**config.mk**
```make
export PLATFORM = sky130hd
export DESIGN_NAME = cpu_ctrl_seq
export DESIGN_NICKNAME = d
export VERILOG_FILES = /design/src/rtl/cpu_ctrl_seq_pkg.sv /design/src/rtl/cpu_ctrl_seq_decode.sv /design/src/rtl/cpu_ctrl_seq.sv
export SDC_FILE = /design/constraint.sdc
export NUM_CORES = 1
export LEC_CHECK = 0
export CORE_MARGIN = 1
export CORE_UTILIZATION = 46
export CTS_CLUSTER_SIZE = 14
export DETAILED_ROUTE_END_ITERATION = 16
export PLACE_DENSITY_LB_ADDON = 0.05
export RECOVER_POWER = 100
export SLEW_MARGIN = 25
export SYNTH_ARGS = -nofsm -noshare
export SYNTH_HDL_FRONTEND = slang
export SYNTH_SLANG_ARGS = --single-unit
```
**constraint.sdc**
```tcl
create_clock -name cpu_clk -period 14.3 [get_ports cpu_clk]
set_input_delay 1.43 -clock cpu_clk [delete_from_list [all_inputs] [get_ports cpu_clk]]
set_output_delay 1.43 -clock cpu_clk [all_outputs]
set_load 0.01 [all_outputs]
```
**src/rtl/cpu_ctrl_seq_pkg.sv**
```systemverilog
// Shared encodings for the multi-cycle ALU control sequencer:
// opcodes, funct fields, the 4-bit ALU operation code and the FSM states.
package cpu_ctrl_seq_pkg;

  localparam logic [6:0] OP_ITYPE = 7'b0010011;
  localparam logic [6:0] OP_RTYPE = 7'b0110011;

  localparam logic [2:0] F3_ADD  = 3'b000;
  localparam logic [2:0] F3_SLL  = 3'b001;
  localparam logic [2:0] F3_SLT  = 3'b010;
  localparam logic [2:0] F3_SLTU = 3'b011;
  localparam logic [2:0] F3_XOR  = 3'b100;
  localparam logic [2:0] F3_SR   = 3'b101;
  localparam logic [2:0] F3_OR   = 3'b110;
  localparam logic [2:0] F3_AND  = 3'b111;

  localparam logic [6:0] F7_BASE = 7'b0000000;
  localparam logic [6:0] F7_ALT  = 7'b0100000;

  // ALU operation code is {funct7[5], funct3}; only SUB and SRA set the top bit.
  localparam logic [3:0] ALU_ADD  = 4'b0000;
  localparam logic [3:0] ALU_SLL  = 4'b0001;
  localparam logic [3:0] ALU_SLT  = 4'b0010;
  localparam logic [3:0] ALU_SLTU = 4'b0011;
  localparam logic [3:0] ALU_XOR  = 4'b0100;
  localparam logic [3:0] ALU_SRL  = 4'b0101;
  localparam logic [3:0] ALU_OR   = 4'b0110;
  localparam logic [3:0] ALU_AND  = 4'b0111;
  localparam logic [3:0] ALU_SUB  = 4'b1000;
  localparam logic [3:0] ALU_SRA  = 4'b1101;

  typedef enum logic [1:0] {
    ST_IDLE,
    ST_DECODE,
    ST_EXEC,
    ST_WB
  } state_e;

endpackage

```
**src/rtl/cpu_ctrl_seq_decode.sv**
```systemverilog
// Combinational decoder for I-type and R-type integer ALU instructions.
// Produces the ALU code, operand selection, immediate, register fields and a legality flag.
module cpu_ctrl_decode
  import cpu_ctrl_seq_pkg::*;
#(
  parameter int XLEN   = 32,
  parameter int REG_AW = 5
) (
  input  logic [31:0]       instr,
  output logic [3:0]        alu_op,
  output logic              is_imm,
  output logic [XLEN-1:0]   imm,
  output logic [REG_AW-1:0] rd,
  output logic [REG_AW-1:0] rs1,
  output logic [REG_AW-1:0] rs2,
  output logic              illegal
);

  logic [6:0] opcode;
  logic [2:0] funct3;
  logic [6:0] funct7;

  assign opcode = instr[6:0];
  assign funct3 = instr[14:12];
  assign funct7 = instr[31:25];
  assign rd     = instr[7 +: REG_AW];
  assign rs1    = instr[15 +: REG_AW];
  assign imm    = {{(XLEN-12){instr[31]}}, instr[31:20]};

  always_comb begin
    // NOTE: every output gets a default first so no path leaves it unassigned (no latch).
    alu_op  = ALU_ADD;
    is_imm  = 1'b0;
    rs2     = '0;
    illegal = 1'b0;
    case (opcode)
      OP_RTYPE: begin
        rs2    = instr[20 +: REG_AW];
        alu_op = {funct7[5], funct3};
        if (funct7 != F7_BASE && funct7 != F7_ALT)
          illegal = 1'b1;
        else if (funct7 == F7_ALT && funct3 != F3_ADD && funct3 != F3_SR)
          illegal = 1'b1;
      end
      OP_ITYPE: begin
        is_imm = 1'b1;
        // Only shifts use imm[10] as the arithmetic select; ADDI can never become SUB.
        alu_op = (funct3 == F3_SR) ? {instr[30], funct3} : {1'b0, funct3};
        if (funct3 == F3_SLL && funct7 != F7_BASE)
          illegal = 1'b1;
        if (funct3 == F3_SR && funct7 != F7_BASE && funct7 != F7_ALT)
          illegal = 1'b1;
      end
      default: illegal = 1'b1;
    endcase
  end

endmodule

```
**src/rtl/cpu_ctrl_seq.sv**
```systemverilog
// Four-state control sequencer: accept, decode, execute, write back.
// Drives the regfile read/write ports and the ALU, and counts retired and rejected instructions.
module cpu_ctrl_seq
  import cpu_ctrl_seq_pkg::*;
#(
  parameter int XLEN   = 32,
  parameter int REG_AW = 5,
  parameter int CNT_W  = 32
) (
  input  logic              cpu_clk,
  input  logic              cpu_rst,
  input  logic [31:0]       cpu_instruction,
  input  logic              cpu_instruction_RDY_BSY,
  output logic              cpu_instr_ready,
  output logic [REG_AW-1:0] rf_raddr1,
  output logic [REG_AW-1:0] rf_raddr2,
  input  logic [XLEN-1:0]   rf_rdata1,
  input  logic [XLEN-1:0]   rf_rdata2,
  output logic [3:0]        alu_op,
  output logic [XLEN-1:0]   alu_a,
  output logic [XLEN-1:0]   alu_b,
  input  logic [XLEN-1:0]   alu_result,
  output logic              rf_we,
  output logic [REG_AW-1:0] rf_waddr,
  output logic [XLEN-1:0]   rf_wdata,
  output logic              illegal_pulse,
  output logic [CNT_W-1:0]  retired_cnt,
  output logic [CNT_W-1:0]  illegal_cnt
);

  state_e            state;
  logic [31:0]       instr_q;
  logic [REG_AW-1:0] rd_q;
  logic [XLEN-1:0]   imm_q;
  logic [XLEN-1:0]   wdata_q;
  logic [3:0]        alu_op_q;
  logic              is_imm_q;

  logic [3:0]        dec_alu_op;
  logic              dec_is_imm;
  logic [XLEN-1:0]   dec_imm;
  logic [REG_AW-1:0] dec_rd;
  logic [REG_AW-1:0] dec_rs1;
  logic [REG_AW-1:0] dec_rs2;
  logic              dec_illegal;

  cpu_ctrl_decode #(.XLEN(XLEN), .REG_AW(REG_AW)) u_decode (
    .instr   (instr_q),
    .alu_op  (dec_alu_op),
    .is_imm  (dec_is_imm),
    .imm     (dec_imm),
    .rd      (dec_rd),
    .rs1     (dec_rs1),
    .rs2     (dec_rs2),
    .illegal (dec_illegal)
  );

  always_ff @(posedge cpu_clk or posedge cpu_rst) begin
    if (cpu_rst) begin
      state       <= ST_IDLE;
      instr_q     <= '0;
      rd_q        <= '0;
      imm_q       <= '0;
      wdata_q     <= '0;
      alu_op_q    <= '0;
      is_imm_q    <= 1'b0;
      retired_cnt <= '0;
      illegal_cnt <= '0;
    end else begin
      // NOTE: non-blocking assignments so every register samples pre-edge values.
      case (state)
        ST_IDLE: begin
          if (cpu_instruction_RDY_BSY) begin
            instr_q <= cpu_instruction;
            state   <= ST_DECODE;
          end
        end
        ST_DECODE: begin
          rd_q     <= dec_rd;
          imm_q    <= dec_imm;
          alu_op_q <= dec_alu_op;
          is_imm_q <= dec_is_imm;
          if (dec_illegal) begin
            illegal_cnt <= illegal_cnt + CNT_W'(1);
            state       <= ST_IDLE;
          end else begin
            state <= ST_EXEC;
          end
        end
        ST_EXEC: begin
          wdata_q <= alu_result;
          state   <= ST_WB;
        end
        ST_WB: begin
          retired_cnt <= retired_cnt + CNT_W'(1);
          state       <= ST_IDLE;
        end
        default: state <= ST_IDLE;
      endcase
    end
  end

  // Outputs are pure decodes of the state register, so reset clears them without a clock.
  always_comb begin
    cpu_instr_ready = (state == ST_IDLE);
    rf_raddr1       = '0;
    rf_raddr2       = '0;
    alu_op          = '0;
    alu_a           = '0;
    alu_b           = '0;
    rf_we           = 1'b0;
    rf_waddr        = '0;
    rf_wdata        = '0;
    illegal_pulse   = 1'b0;
    case (state)
      ST_DECODE: begin
        rf_raddr1     = dec_rs1;
        rf_raddr2     = dec_rs2;
        illegal_pulse = dec_illegal;
      end
      ST_EXEC: begin
        rf_raddr1 = dec_rs1;
        rf_raddr2 = dec_rs2;
        alu_op    = alu_op_q;
        alu_a     = rf_rdata1;
        alu_b     = is_imm_q ? imm_q : rf_rdata2;
      end
      ST_WB: begin
        rf_we    = (rd_q != '0);
        rf_waddr = rd_q;
        rf_wdata = wdata_q;
      end
      default: ;
    endcase
  end

endmodule

```
==> flow_results.org <==
** CTS
- For this design, the sink count on the clock tree is 152.
- Clock insertion delay at the later pin of the skew report :: 0.41 ns
- Post-CTS resize count :: 0
- Number of buffers inserted to repair setup after CTS :: 0
- Number of buffers created by CTS :: 17
- Clock tree synthesis selected as its root buffer the cell sky130_fd_sc_hd__clkbuf_16.
- The longest clock path from root to sink contains 2 buffers.
- Cts-stage hold buffer count :: 0
- CTS tree :: built
- After clock tree synthesis, the clock-pin slew on the worst setup and hold paths is 0.06 ns.
- CTS built an H-tree with a depth of 4.

** Routing
- Dividing the detail-routed wire length by the instance count gives 16.82 µm.
- After the first detailed-routing iteration, the DRC count stood at 274.
- In this run the remaining antenna-violating nets after routing total 0.
- Using the TritonRoute via totals, the vias-per-cell ratio works out to 4.969.
- For this run, design rule violations remaining after detail routing come to 0.
- Wirelength, routed :: 19410 µm
- Across all layers, the routed design uses 5734 vias.
- The pre-antenna-repair detailed-routing pass consisted of 5 iterations.

** Floorplan
- The die covers 16400 µm².
- For this configuration, the core starts out at a cell density of 0.4755.
- The floorplan has 45 rows.
- Placeable Area :: 15370 µm²
- Number of I/O pins :: 313
- The floorplan step set the die width to 128.0 µm.
- Die Y :: 128.0 µm

** Critical path
- STA classifies the critical path startpoint as a primary input.
- Crit path max fanout :: 96
- For the worst flop-to-flop path, the logic depth is 4.
- STA puts the critical path data required time at 14.18 ns.
- CP Capture Point :: imm_q[11]
- Worst Setup Path Type :: primary input to async pin
- The most critical setup path has its startpoint at cpu_rst.
- Reg2Reg Capture Point :: wdata_q[6]
- The worst setup path is captured at an async pin.
- Crit path arrival time :: 6.53 ns
- The startpoint identified for the worst register-to-register timing path is state[0].
- Reg2Reg Setup Slack :: 10.32 ns

** Synthesis
- During synthesis, Yosys emitted a total of 0 warnings.
- The biggest area contributor in the post-synthesis netlist is sky130_fd_sc_hd__dfrtp_1.
- Top cell type's share of synthesized area :: 0.5205
- Synthesis produced a netlist with a net count of 767.
- Synth area leaders :: sky130_fd_sc_hd__dfrtp_1 52%, sky130_fd_sc_hd__mux2_2 13%, sky130_fd_sc_hd__and2_1 7.4%
- Syn Inst Count :: 630
- Part of the Yosys area used for sequential elements :: 0.5205
- Averaged over all synthesized cells, the footprint is 11.60 µm².
- Among all flip-flop cells after synthesis, the most frequent one is sky130_fd_sc_hd__dfrtp_1.
- Post-synth design cell area :: 7308 µm²
- Yosys mapped the design onto 36 distinct sky130hd cell types.
- By count the netlist is led by 152 x sky130_fd_sc_hd__dfrtp_1, 86 x sky130_fd_sc_hd__and2_1, 83 x sky130_fd_sc_hd__mux2_2.
- Most instantiated library cell after synthesis :: sky130_fd_sc_hd__dfrtp_1
- Share of async-settable or async-resettable flops after synthesis :: 1.000
- Counting flops with a built-in enable in the synthesized netlist gives 0.
- Register bit total from synthesis :: 152

** STA
- Unrepaired setup endpoints after global routing :: no
- Relative max-transition margin :: -1.768
- Worst-case hold slack :: 0.4769 ns
- Final hold violation count :: 0
- After layout, the minimum clock period comes to 6.648 ns.
- On the final layout, the worst clock skew is 0.006740 ns.
- Number of max-slew violations in the final report :: 227
- Setup violations remaining at the end of the flow were counted as 0.
- Max Fclk :: 0.1504 GHz
- Post-route setup TNS :: 0 ns
- Part of the cycle the worst path needs :: 0.4649
- At the pin with the least slew margin, the transition time is 4.130 ns.

** Cells and area
- Summing all non-filler instances in the final layout gives an area of 11170 µm².
- Once layout is complete, the cells apart from fillers number 1154.
- Count of nets after finishing :: 1068
- Fill cells in the final layout number 1099.
- In the final layout, the share of cells above drive strength 1 is 0.1230.
- 0 antenna diodes ended up in the layout.
- Area overhead of the layout relative to synthesis :: 52.78%

** Place
- Detailed Place HPWL :: 14330 µm
- Count of buffers inserted at the top-level ports :: 312
- Placer Congestion :: 0.8452
- Placed insts :: 1123
- Area post-placement :: 10590 µm²

** Global routing
- Wire length of the first global-routing pass :: 30900 µm
- For this run the aggregate overflow at the end of global routing stands at 0.
- Global router's overall resource usage :: 0.2457
- The number of antenna violations at the first check in global routing is 1.
- Entering global routing, the biggest net connects 97 pins.
- The via count of the first global-routing pass came to 5908.

** Power and ir drop
- Power spread over the standard cell area amounts to 125.6 nW/µm².
- Leakage power :: 5.087 nW
- Total power :: 1.402 mW
- VDD sags by at most 0.1299 mV.

** Run status
- The checks that failed: capacitance limit, slew limit.
- The flow ran to the end, but the final reports show violations.

** Flow run
- Max-capacitance violation count :: 3

** Hold path
- Worst hold-check path type :: register to register
[registers in the layout, indices dropped and copies added (netlist names), named ones only]
register / count
alu_op_q: 4
retired_cnt: 32
wdata_q: 32
state: 1
instr_q: 32
rd_q: 5
imm_q: 12
illegal_cnt: 32
is_imm_q: 1
[where the power goes]
group / switching, mW / internal, mW / total [mW]
combinational: 0.136 / 0.191 / 0.327
sequential: 0.0717 / 0.542 / 0.614
clock: 0.165 / 0.296 / 0.461
[area by class of cell]
type | count | area [µm²] | area share
clock buffer | 23 | 498.0 | 0.04460
timing repair buffer | 317 | 3146 | 0.2817
multi-input combinational | 435 | 3306 | 0.2961
tap | 211 | 264.0 | 0.02364
inverter | 8 | 31.28 | 0.002801
sequential | 152 | 3804 | 0.3407
clock inverter | 8 | 117.6 | 0.01053
[critical path, cell delays in order]
cell and delay, ns:
sky130_fd_sc_hd__dlygate4sd3_1 0.55, sky130_fd_sc_hd__clkinvlp_2 2.32, sky130_fd_sc_hd__clkbuf_1 2.18
[worst min path at each step]
stage	startpoint	endpoint	slack, ns	cells after the start
detailed placement	illegal_cnt[31]	illegal_cnt[31]	0.46	1
finish	illegal_cnt[31]	illegal_cnt[31]	0.48	1
floorplan	alu_op_q[0]	alu_op_q[0]	0.45	1
global placement	alu_op_q[0]	alu_op_q[0]	0.47	1
CTS	illegal_cnt[31]	illegal_cnt[31]	0.48	1
global route	illegal_cnt[8]	illegal_cnt[8]	0.51	1
[routing by layer]
metal / global-route usage / vias up / share of wire / routed length [µm]
li1: - / 2737 / - / -
met1: 0.2961 / 2798 / 0.41 / 8053
met2: 0.4223 / 172 / 0.51 / 9809
met3: 0.07721 / 25 / 0.066 / 1277
met4: 0.07059 / 2 / 0.013 / 251
met5: 0 / - / 0.00067 / 13
[placed cells by master (no fill, tap or decap), drive strengths merged, types with 2 or more instances in the layout]
cell type,count
a21boi,22
a21oi,2
and2,86
and3,21
and4,6
bufinv,3
clkbuf,27
clkdlybuf4s50,179
clkinv,4
clkinvlp,2
dfrtp,152
dlygate4sd3,133
ha,6
inv,7
mux2,83
mux2i,11
nand2,31
nand2b,21
nand3,22
nand4,22
nor2,10
nor2b,12
o21ai,2
o2bb2ai,3
or4,2
xnor2,54
xor2,8
[through the flow]
stage | util | worst slack, ns
detailed placement | 0.6887 | 10.14
floorplan | - | 8.777
global placement | 0.6887 | 10.18
CTS | 0.7288 | 9.705
global route | 0.7264 | 6.462
finish | 0.7264 | 7.652
[logic make-up (layout without fill, tap and decap cells)]
family,after synthesis,after routing,synth area share
compound gates,35,35,0.03681
xor+xnor,62,62,0.07430
fa+ha+maj,6,6,0.01027
buf+inv,43,356,0.02517
flops,152,152,0.5205
mux,94,94,0.1430
simple gates,238,238,0.1900
(Power assumes the default switching activity.)
